[config.mk]
export PLATFORM = sky130hd
export DESIGN_NAME = fifo_burst_reader_flat
export DESIGN_NICKNAME = d
export VERILOG_FILES = /design/src/rtl/fifo_burst_reader_pkg.sv /design/src/rtl/fifo_burst_reader_if.sv /design/src/rtl/fifo_burst_reader_skid_buf.sv /design/src/rtl/fifo_burst_reader.sv /design/src/flat_wrapper.sv
export SDC_FILE = /design/constraint.sdc
export NUM_CORES = 1
export LEC_CHECK = 0
export ABC_AREA = 1
export ABC_CLOCK_PERIOD_IN_PS = 2200
export CAP_MARGIN = 10
export CORE_MARGIN = 5
export CORE_UTILIZATION = 45
export CTS_CLUSTER_DIAMETER = 50
export DETAILED_ROUTE_END_ITERATION = 16
export GPL_TIMING_DRIVEN = 0
export PLACE_DENSITY = 0.77
export SETUP_SLACK_MARGIN = 0.05
export SYNTH_ARGS = -nofsm -noshare
export SYNTH_HDL_FRONTEND = slang
export SYNTH_SLANG_ARGS = --single-unit
[constraint.sdc]
create_clock -name read_clk -period 2.2 [get_ports read_clk]
set_input_delay 0.22 -clock read_clk [delete_from_list [all_inputs] [get_ports read_clk]]
set_output_delay 0.22 -clock read_clk [all_outputs]
set_load 0.02 [all_outputs]
[src/rtl/fifo_burst_reader_pkg.sv]
// Shared types and sizing for the read-side burst consumer of the async FIFO.
package fifo_rd_pkg;
  typedef enum logic [1:0] {
    RD_IDLE  = 2'd0,
    RD_READ  = 2'd1,
    RD_DRAIN = 2'd2
  } rd_state_t;

  localparam int BUF_DEPTH = 2;
  localparam int OCC_W     = $clog2(BUF_DEPTH + 1);
  localparam logic [OCC_W-1:0] OCC_FULL = OCC_W'(BUF_DEPTH);
endpackage

[src/rtl/fifo_burst_reader_if.sv]
// Command, FIFO read port and output stream of the burst reader, bundled as one interface.
interface fifo_burst_reader_if #(
  parameter int DATASIZE = 8,
  parameter int LEN_BITS = 8
);
  logic                start;
  logic [LEN_BITS-1:0] burst_len;
  logic                rempty;
  logic [DATASIZE-1:0] read_data;
  logic                read_inc;
  logic [DATASIZE-1:0] out_data;
  logic                out_valid;
  logic                out_ready;
  logic                busy;
  logic                done;

  modport master (
    output start, burst_len, rempty, read_data, out_ready,
    input  read_inc, out_data, out_valid, busy, done
  );

  modport slave (
    input  start, burst_len, rempty, read_data, out_ready,
    output read_inc, out_data, out_valid, busy, done
  );
endinterface

[src/rtl/fifo_burst_reader_skid_buf.sv]
// Two-entry in-order buffer between the FIFO pop and the valid/ready output stream.
module rd_skid_buf
  import fifo_rd_pkg::*;
#(
  parameter int DATASIZE = 8
) (
  input  logic                clk,
  input  logic                rst_n,
  input  logic                i_push,
  input  logic [DATASIZE-1:0] i_data,
  input  logic                i_pop,
  output logic [DATASIZE-1:0] o_head,
  output logic                o_valid,
  output logic [OCC_W-1:0]    o_occ
);
  logic [DATASIZE-1:0] r_mem [BUF_DEPTH];
  logic                r_head;
  logic [OCC_W-1:0]    r_occ;
  logic                w_tail;

  // With two slots the tail sits at head+occ mod 2; a push during a pop at occ==2 reuses the slot being freed.
  assign w_tail = r_head ^ r_occ[0];

  always_ff @(posedge clk) begin
    if (!rst_n) begin
      for (int i = 0; i < BUF_DEPTH; i++) r_mem[i] <= '0;
      r_head <= 1'b0;
      r_occ  <= '0;
    end else begin
      if (i_push) r_mem[w_tail] <= i_data;
      if (i_pop)  r_head <= ~r_head;
      case ({i_push, i_pop})
        2'b10:   r_occ <= r_occ + OCC_W'(1);
        2'b01:   r_occ <= r_occ - OCC_W'(1);
        default: r_occ <= r_occ;
      endcase
    end
  end

  assign o_head  = r_mem[r_head];
  assign o_valid = (r_occ != '0);
  assign o_occ   = r_occ;
endmodule

[src/rtl/fifo_burst_reader.sv]
// Pops burst_len words from the FIFO read port and streams them out in order, pulsing done at the end.
module fifo_burst_reader
  import fifo_rd_pkg::*;
#(
  parameter int DATASIZE     = 8,
  parameter int ADDRESS_BITS = 4,
  parameter int LEN_BITS     = 8
) (
  input logic                read_clk,
  input logic                read_rst,
  fifo_burst_reader_if.slave bus
);
  if (ADDRESS_BITS < 1) begin : g_bad_addr
    $error("ADDRESS_BITS must be positive");
  end

  rd_state_t           r_state;
  rd_state_t           w_state_nxt;
  logic [LEN_BITS-1:0] r_pop_left;
  logic [LEN_BITS-1:0] r_dlv_left;
  logic                r_done;
  logic                w_pop;
  logic                w_accept;
  logic                w_done_nxt;
  logic                w_valid;
  logic [DATASIZE-1:0] w_head;
  logic [OCC_W-1:0]    w_occ;

  rd_skid_buf #(.DATASIZE(DATASIZE)) u_buf (
    .clk     (read_clk),
    .rst_n   (read_rst),
    .i_push  (w_pop),
    .i_data  (bus.read_data),
    .i_pop   (w_accept),
    .o_head  (w_head),
    .o_valid (w_valid),
    .o_occ   (w_occ)
  );

  assign w_accept = w_valid && bus.out_ready;

  always_ff @(posedge read_clk) begin
    if (!read_rst) r_state <= RD_IDLE;
    else           r_state <= w_state_nxt;
  end

  always_comb begin
    w_state_nxt = r_state;
    unique case (r_state)
      RD_IDLE:  if (bus.start && bus.burst_len != '0) w_state_nxt = RD_READ;
      RD_READ:  if (w_pop && r_pop_left == LEN_BITS'(1)) w_state_nxt = RD_DRAIN;
      RD_DRAIN: if (w_accept && r_dlv_left == LEN_BITS'(1)) w_state_nxt = RD_IDLE;
      default:  w_state_nxt = RD_IDLE;
    endcase
  end

  // A full buffer may still take a word when its head leaves on the same edge.
  always_comb begin
    w_pop = 1'b0;
    if (read_rst && r_state == RD_READ && !bus.rempty && r_pop_left != '0 &&
        (w_occ != OCC_FULL || w_accept))
      w_pop = 1'b1;
    w_done_nxt = (r_state == RD_IDLE && bus.start && bus.burst_len == '0) ||
                 (r_state == RD_DRAIN && w_accept && r_dlv_left == LEN_BITS'(1));
  end

  always_ff @(posedge read_clk) begin
    if (!read_rst) begin
      r_pop_left <= '0;
      r_dlv_left <= '0;
      r_done     <= 1'b0;
    end else begin
      r_done <= w_done_nxt;
      if (r_state == RD_IDLE) begin
        if (bus.start) begin
          r_pop_left <= bus.burst_len;
          r_dlv_left <= bus.burst_len;
        end
      end else begin
        if (w_pop)    r_pop_left <= r_pop_left - LEN_BITS'(1);
        if (w_accept) r_dlv_left <= r_dlv_left - LEN_BITS'(1);
      end
    end
  end

  assign bus.read_inc  = w_pop;
  assign bus.out_data  = w_head;
  assign bus.out_valid = w_valid;
  assign bus.busy      = (r_state != RD_IDLE);
  assign bus.done      = r_done;

  a_no_pop_when_empty: assert property (@(posedge read_clk) !(bus.read_inc && bus.rempty));
endmodule

[src/flat_wrapper.sv]
// flat-port wrapper written by rule: the top's interface ports become plain ports
module fifo_burst_reader_flat import fifo_rd_pkg::*;
#(
  parameter int DATASIZE     = 8,
  parameter int ADDRESS_BITS = 4,
  parameter int LEN_BITS     = 8
)
  (read_clk, read_rst, bus_start, bus_burst_len, bus_rempty, bus_read_data, bus_out_ready, bus_read_inc, bus_out_data, bus_out_valid, bus_busy, bus_done);
  fifo_burst_reader_if #(.DATASIZE(DATASIZE), .LEN_BITS(LEN_BITS)) bus_i ();
  input logic read_clk;
  input logic read_rst;
  input wire logic [$bits(bus_i.start)-1:0] bus_start;
  input wire logic [$bits(bus_i.burst_len)-1:0] bus_burst_len;
  input wire logic [$bits(bus_i.rempty)-1:0] bus_rempty;
  input wire logic [$bits(bus_i.read_data)-1:0] bus_read_data;
  input wire logic [$bits(bus_i.out_ready)-1:0] bus_out_ready;
  output wire logic [$bits(bus_i.read_inc)-1:0] bus_read_inc;
  output wire logic [$bits(bus_i.out_data)-1:0] bus_out_data;
  output wire logic [$bits(bus_i.out_valid)-1:0] bus_out_valid;
  output wire logic [$bits(bus_i.busy)-1:0] bus_busy;
  output wire logic [$bits(bus_i.done)-1:0] bus_done;
  assign bus_i.start = bus_start;
  assign bus_i.burst_len = bus_burst_len;
  assign bus_i.rempty = bus_rempty;
  assign bus_i.read_data = bus_read_data;
  assign bus_i.out_ready = bus_out_ready;
  assign bus_read_inc = bus_i.read_inc;
  assign bus_out_data = bus_i.out_data;
  assign bus_out_valid = bus_i.out_valid;
  assign bus_busy = bus_i.busy;
  assign bus_done = bus_i.done;
  fifo_burst_reader #(.DATASIZE(DATASIZE), .ADDRESS_BITS(ADDRESS_BITS), .LEN_BITS(LEN_BITS)) u_core (.read_clk(read_clk), .read_rst(read_rst), .bus(bus_i));
endmodule
Word-level counts from Yosys, hierarchy flattened
Memory sizes are Yosys's and may differ from the RTL's. A register that Yosys moved wholly into a read port is not among the register bits.
Cells that the tools add are included.

word-level totals
  bits in latches = 0
  memories = 1
  flip-flop bits (word level) = 22
  bits in writable memories = 16
  output and inout port bits = 12
  bits in read-only memories = 0

memory list
  memory              depth  width  rd ports  clocked after memory_dff  write ports  line                              source
  u_core.u_buf.r_mem  2      8      1         1                         2            fifo_burst_reader_skid_buf.sv:16  logic [DATASIZE-1:0] r_mem [BUF_DEPTH];

cells by class
  multiplexer cells = 20
  div/mod/pow operators = 0
  shifts and indexed selects = 0
  multiply operators = 0
  bitwise gates (word level) = 2
  order comparisons = 0
  $add $sub $neg = 4
  reductions and logical operators = 28
  equality and inequality tests = 11

operators with widths
  operator               count
  $mux W8                6
  $eq A8 B1 Y1 const B   2
  $reduce_bool A8 Y1     2
  $sub A8 B1 Y8 const B  2
  $logic_and A1 B1 Y1    12
  $reduce_bool A2 Y1     5
  $mux W1                9
  $logic_not A8 Y1       1
  $reduce_or A8 Y1       1
  $mux W2                3
  $ne A2 B1 Y1 const B   3
  $pmux W2 S3            1
  $eq A2 B1 Y1 const B   2
  $eq A2 B2 Y1 const B   2
  $ne A2 B2 Y1 const B   2
  $pmux W2 S2            1
  $reduce_and A2 Y1      2
  $reduce_and A3 Y1      1
  $add A2 B1 Y2 const B  1
  $logic_not A2 Y1       1
  $logic_or A1 B1 Y1     2
  $sub A2 B1 Y2 const B  1
  $logic_not A1 Y1       1
  $not A1 Y1             1
  $xor A1 B1 Y1          1

Depth between registers and ports, before layout
  depth in word-level cells = 11
  depth in mapped cells = 10

Hierarchy
A second synthesis with hierarchy kept.

second synthesis, totals
  cell total of the unflattened synthesis = 301
  area total of the unflattened synthesis = 2232.1 um2

by module, submodules not included
  module             seq. area each (um2)  instances  area each (um2)  cells an instance
  fifo_burst_reader  380.4                 1          1311.3           218
  rd_skid_buf        560.5                 1          920.9            83

Least setup slack after synthesis
Ideal clock, no wire load.

  path kind = register to register
  from = reg u_core.u_buf.r_occ[0] (netlist: u_core.u_buf.o_occ[0])
  to = mem u_core.u_buf.r_mem[1][0] (enable)
  required time = 1.871 ns
  data arrival time = 1.470 ns
  path slack = 0.402 ns
  setup time = 0.329 ns
  buffers on the path = 1
  clock period less this slack = 1.798 ns
  stages on the path, launching flop included = 9
  cells stage by stage = dfxtp_1 > inv_2 > nand2_1 > nand2_1 > nand3_1 > nand2_2 > or2_1 > buf_6 > nand2_1

RTL lines
  what                    line                              source
  from (decl)             fifo_burst_reader_skid_buf.sv:18  logic [OCC_W-1:0] r_occ;
  from (signal assigned)  fifo_burst_reader_skid_buf.sv:33  2'b10: r_occ <= r_occ + OCC_W'(1);
  from (signal assigned)  fifo_burst_reader_skid_buf.sv:34  2'b01: r_occ <= r_occ - OCC_W'(1);
  from (signal assigned)  fifo_burst_reader_skid_buf.sv:35  default: r_occ <= r_occ;
  to (decl)               fifo_burst_reader_skid_buf.sv:16

==> run summary <==
The number of buffers added on ports came out at 32. The proportion of register bits with asynchronous set or reset after synthesis is 0%. The clock passes through at most 2 buffers.

The tools report the via count of the first global-routing pass as 1928. The slew at the pin closest to its max-slew limit is 0.448 ns. The proportion of total power due to net switching came out at 30.5%. Across all hold checks on the routed design, the worst slack comes to 0.492 ns.

The tools report the cell chosen for the clock root as clkbuf_8. The total of endpoints with negative setup slack in the final report is 0. The violation count after the first detailed-routing iteration is 85, and the I/O pin count is 33.

Using the TritonRoute via totals, the vias-per-cell ratio works out to 5.13. The netlist uses 29 different library cells. Once the floorplan was initialized, standard cells occupied 46.0% of the core. The total global routing track utilization came out at 17.4%.

The worst register-to-register path has a setup slack of 0.25 ns. In this design, the stage delay of the slowest critical-path cell is 0.56 ns. The logs give 70.2% for the relative slew slack and 2160 sq um for the post-synthesis instance area.

The run gives 39 as the number of sinks handled by clock tree synthesis. The worst path setup slack after routing came out at 0.198 ns. For this design the total switching power over the nets is 0.677 mW. The total number of nets in the final design was 346. The hold-critical path depth is 1. The largest fanout of any net on the critical path is 8, and the clock network power share is 31.9%.

At the placement stage, the worst setup path has a slack of -0.124 ns. The largest total area in the synthesized netlist belongs to edfxtp_1. At the later pin of the worst-skew pair, clock insertion delay measures 0.29 ns. The worst setup path is of the register to output port kind. The horizontal die dimension is 79.3 microns.

The utilization after layout is 57.0%. Primary flip-flop cell chosen by synthesis mapping: dfxtp_1. After floorplanning, the core was sized to cover 4690 sq um.

Setup repair after global routing left no endpoint under its margin. The total global routing overflow came out at 0. Across the run, the number of max-cap violations was 0. After synthesis, the largest area contributor takes up 22.3% of total cell area.

Most frequent cell after synthesis: nor2_1. After detailed routing, the number of remaining DRC violations is 0. In this run the critical register-to-register path is captured at u_core.u_buf.r_mem[1][3]$_SDFFCE_PN0P_. Minimum period implied by the final worst setup slack: 2.00 ns. For this design, the slowest cell found on the critical path is dfxtp_1. The first global-routing pass estimated 8.60 mm of wire. The run gives 283 as the synthesized instance count. The total design power was 2.22 mW. The run gives 1.98 ns as the data required time at the worst endpoint. The worst setup path is captured at an output port. For the count of TritonRoute iterations in the first routing pass, the log shows 4. The net count of the mapped netlist came out at 309.

The global placer's final weighted congestion was 0.890; the diode insertion count for antenna repair was 0. Power spread over the standard cell area amounts to 831 nW/um^2. The logs give 1.16 nW for the standby leakage power and 0 for the initial antenna violation count.

The number of buffers inserted for hold repair after clock tree synthesis was 0; the clock-pin transition on the worst setup and hold timing paths was 0.07 ns. The worst clock skew was 0.00201 ns; the full die area was 6280 sq um. The post-route netlist has 13.1% of its cells at a drive strength greater than 1. The flow ran to the end, and the final reports show no timing, DRC or antenna violations. TritonCTS built the clock tree.

Once detail routing completed, the nets flagged for antenna violations numbered 0. The startpoint identified for the worst register-to-register timing path is u_core.r_pop_left[0]$_SDFFE_PN0P_. Counting flops with a built-in enable in the synthesized netlist gives 16. The number of clock buffers added by TritonCTS is 5.

Synthesis-to-layout area growth: 23.9%. Registers are responsible for 40.6% of the overall power. Wire length per cell after detailed routing: 13.0 microns. The run gives 1.78 ns as the signal arrival time at the worst endpoint. The path class of the tightest hold or removal check is register to register.

The run gives 2 as the total number of H-tree levels. Yosys attributes the largest share of cell area to edfxtp_1 (22%), dfxtp_1 (21%), nor2_1 (8.5%). The detailed router placed 1925 vias in this run. The commonest cells after synthesis are nor2_1 (49), nand2_1 (45), inv_1 (31), dfxtp_1 (23), o21ai_0 (22). The flip-flop and latch count after synthesis is 39, and the number of fill cells is 441. The period utilization was 91.0%. The total of warnings raised by yosys is 0, and the number of rows in the core area is 25.

The worst-case reg-to-reg path depth came out at 9. The startpoint identified for the worst hold timing path is u_core.u_buf.r_head$_SDFFE_PN0P_. The internal portion of total power is 1.55 mW. The hold violation total from the final report was 0. After detailed routing, the total wire length is 4.86 mm. Floorplan die height: 79.3 microns.

The synthesized area divided by synthesized cell count is 7.63 sq um. For this run, the top clock speed supported by timing is 0.500 GHz. The signal on the critical path passes through mux2_2 -> clkdlybuf4s50_1. For the part of the total power dissipated in combinational logic, the log shows 27.6%.

The run gives 17 as the largest net degree at the start of global routing. The maximum resistive drop on vdd was 0.360 mV. The nature of the critical path startpoint was a register. HPWL reported at the end of detailed placement: 3.62 mm. Number of pins with negative max-slew slack in the final report: 0.

The share of the yosys chip area belonging to registers came out at 43.6%.
-- state kept, by name (all words and copies together), names as in the netlist, named ones only --
signal               count
u_core.bus.done          1
u_core.r_dlv_left        8
u_core.r_pop_left        8
u_core.r_state           2
u_core.u_buf.o_occ       2
u_core.u_buf.r_head      1
u_core.u_buf.r_mem      16
-- per-stage QoR --
step / instance area [sq um] / cells / setup TNS (ns)
6_report: 2680 / 375 / 0
2_1_floorplan: 2160 / 283 / 0
3_3_place_gp: 2550 / 369 / -1.24
3_5_place_dp: 2550 / 369 / -1.81
4_1_cts: 2670 / 375 / 0
5_1_grt: 2680 / 375 / 0
-- cell usage in the layout, fill, tap and decap left out --
cell type / count
xnor2_1: 5
inv_1: 31
xor2_1: 2
o21ai_0: 22
o21ai_1: 7
buf_1: 1
mux2_2: 8
or2_2: 1
o21a_1: 1
nand2_1: 43
dlygate4sd2_1: 1
nor2_1: 49
ha_1: 5
nor3_1: 1
bufinv_16: 2
o21bai_1: 3
a31oi_1: 2
clkbuf_1: 3
clkbuf_8: 5
buf_2: 1
buf_6: 1
nand3_1: 13
nor2_4: 1
nand2_2: 5
clkdlybuf4s50_1: 31
dfxtp_1: 23
nand4_1: 4
or2_1: 1
edfxtp_1: 16
a21oi_1: 15
nor2_2: 12
inv_2: 5
clkinv_2: 1
-- per-layer routing --
layer	global-route usage (%)	routed length [microns]	up-vias
met4	6.53	82	0
met1	20.7	2210	883
met3	3.97	214	7
met2	30.5	2350	46
met5	0	0	-
li1	-	-	989
-- area by class of cell --
type	count	area (sq um)	share of cell area [%]
timing repair buffer	32	319	11.9
clock inverter	2	60.1	2.25
multi-input combinational	200	1050	39.1
tap	54	67.6	2.53
inverter	37	140	5.24
clock buffer	6	72.6	2.71
sequential	39	941	35.2
buffer	5	27.5	1.03
-- power groups by stage --
stage / Sequential [mW] / Clock (mW) / Combinational (mW)
after global placement: 0.901 / 0 / 0.610
after CTS: 0.901 / 0.712 / 0.611
after detailed placement: 0.903 / 0 / 0.625
after global routing: 0.913 / 0.755 / 0.692
final: 0.901 / 0.708 / 0.613
after floorplan: 0.889 / 0 / 0.435
-- repair_timing --
item | in CTS | in global routing
resized for setup | 1 | 2
endpoints found under the setup margin | 10 | 16
setup buffers | 0 | 0
-- worst max-delay path by stage --
stage / startpoint / end
CTS: u_core.r_pop_left[0]$_SDFFE_PN0P_ / u_core.u_buf.r_mem[1][5]$_SDFFCE_PN0P_
global placement: read_rst / u_core.u_buf.r_mem[1][6]$_SDFFCE_PN0P_
floorplan: u_core.u_buf.o_occ[0]$_SDFFE_PN0P_ / u_core.u_buf.r_mem[1][0]$_SDFFCE_PN0P_
detailed placement: read_rst / u_core.u_buf.r_mem[1][6]$_SDFFCE_PN0P_
global route: register / bus_out_data[0]
finish: register / bus_out_data[0]
-- critical path, delay by kind of cell (launching register included) --
kind	cells	cell delay [ns]
buf+inv	1	0.54
flops	1	0.56
mux	1	0.39
-- kinds of logic (layout without fill, tap and decap cells) --
logic type,count (synthesis),count (layout),share of synthesized area [%]
AOI/OAI and AO/OA,50,50,12.2
xor gates and xnor gates,7,7,2.84
buffers and inverters,44,82,8.12
muxes,8,8,4.17
and+or+nand+nor,130,130,26.2
DFF,39,39,43.6
adders and majority gates,5,5,2.90
Note: power is estimated with default switching activity, not from simulation.
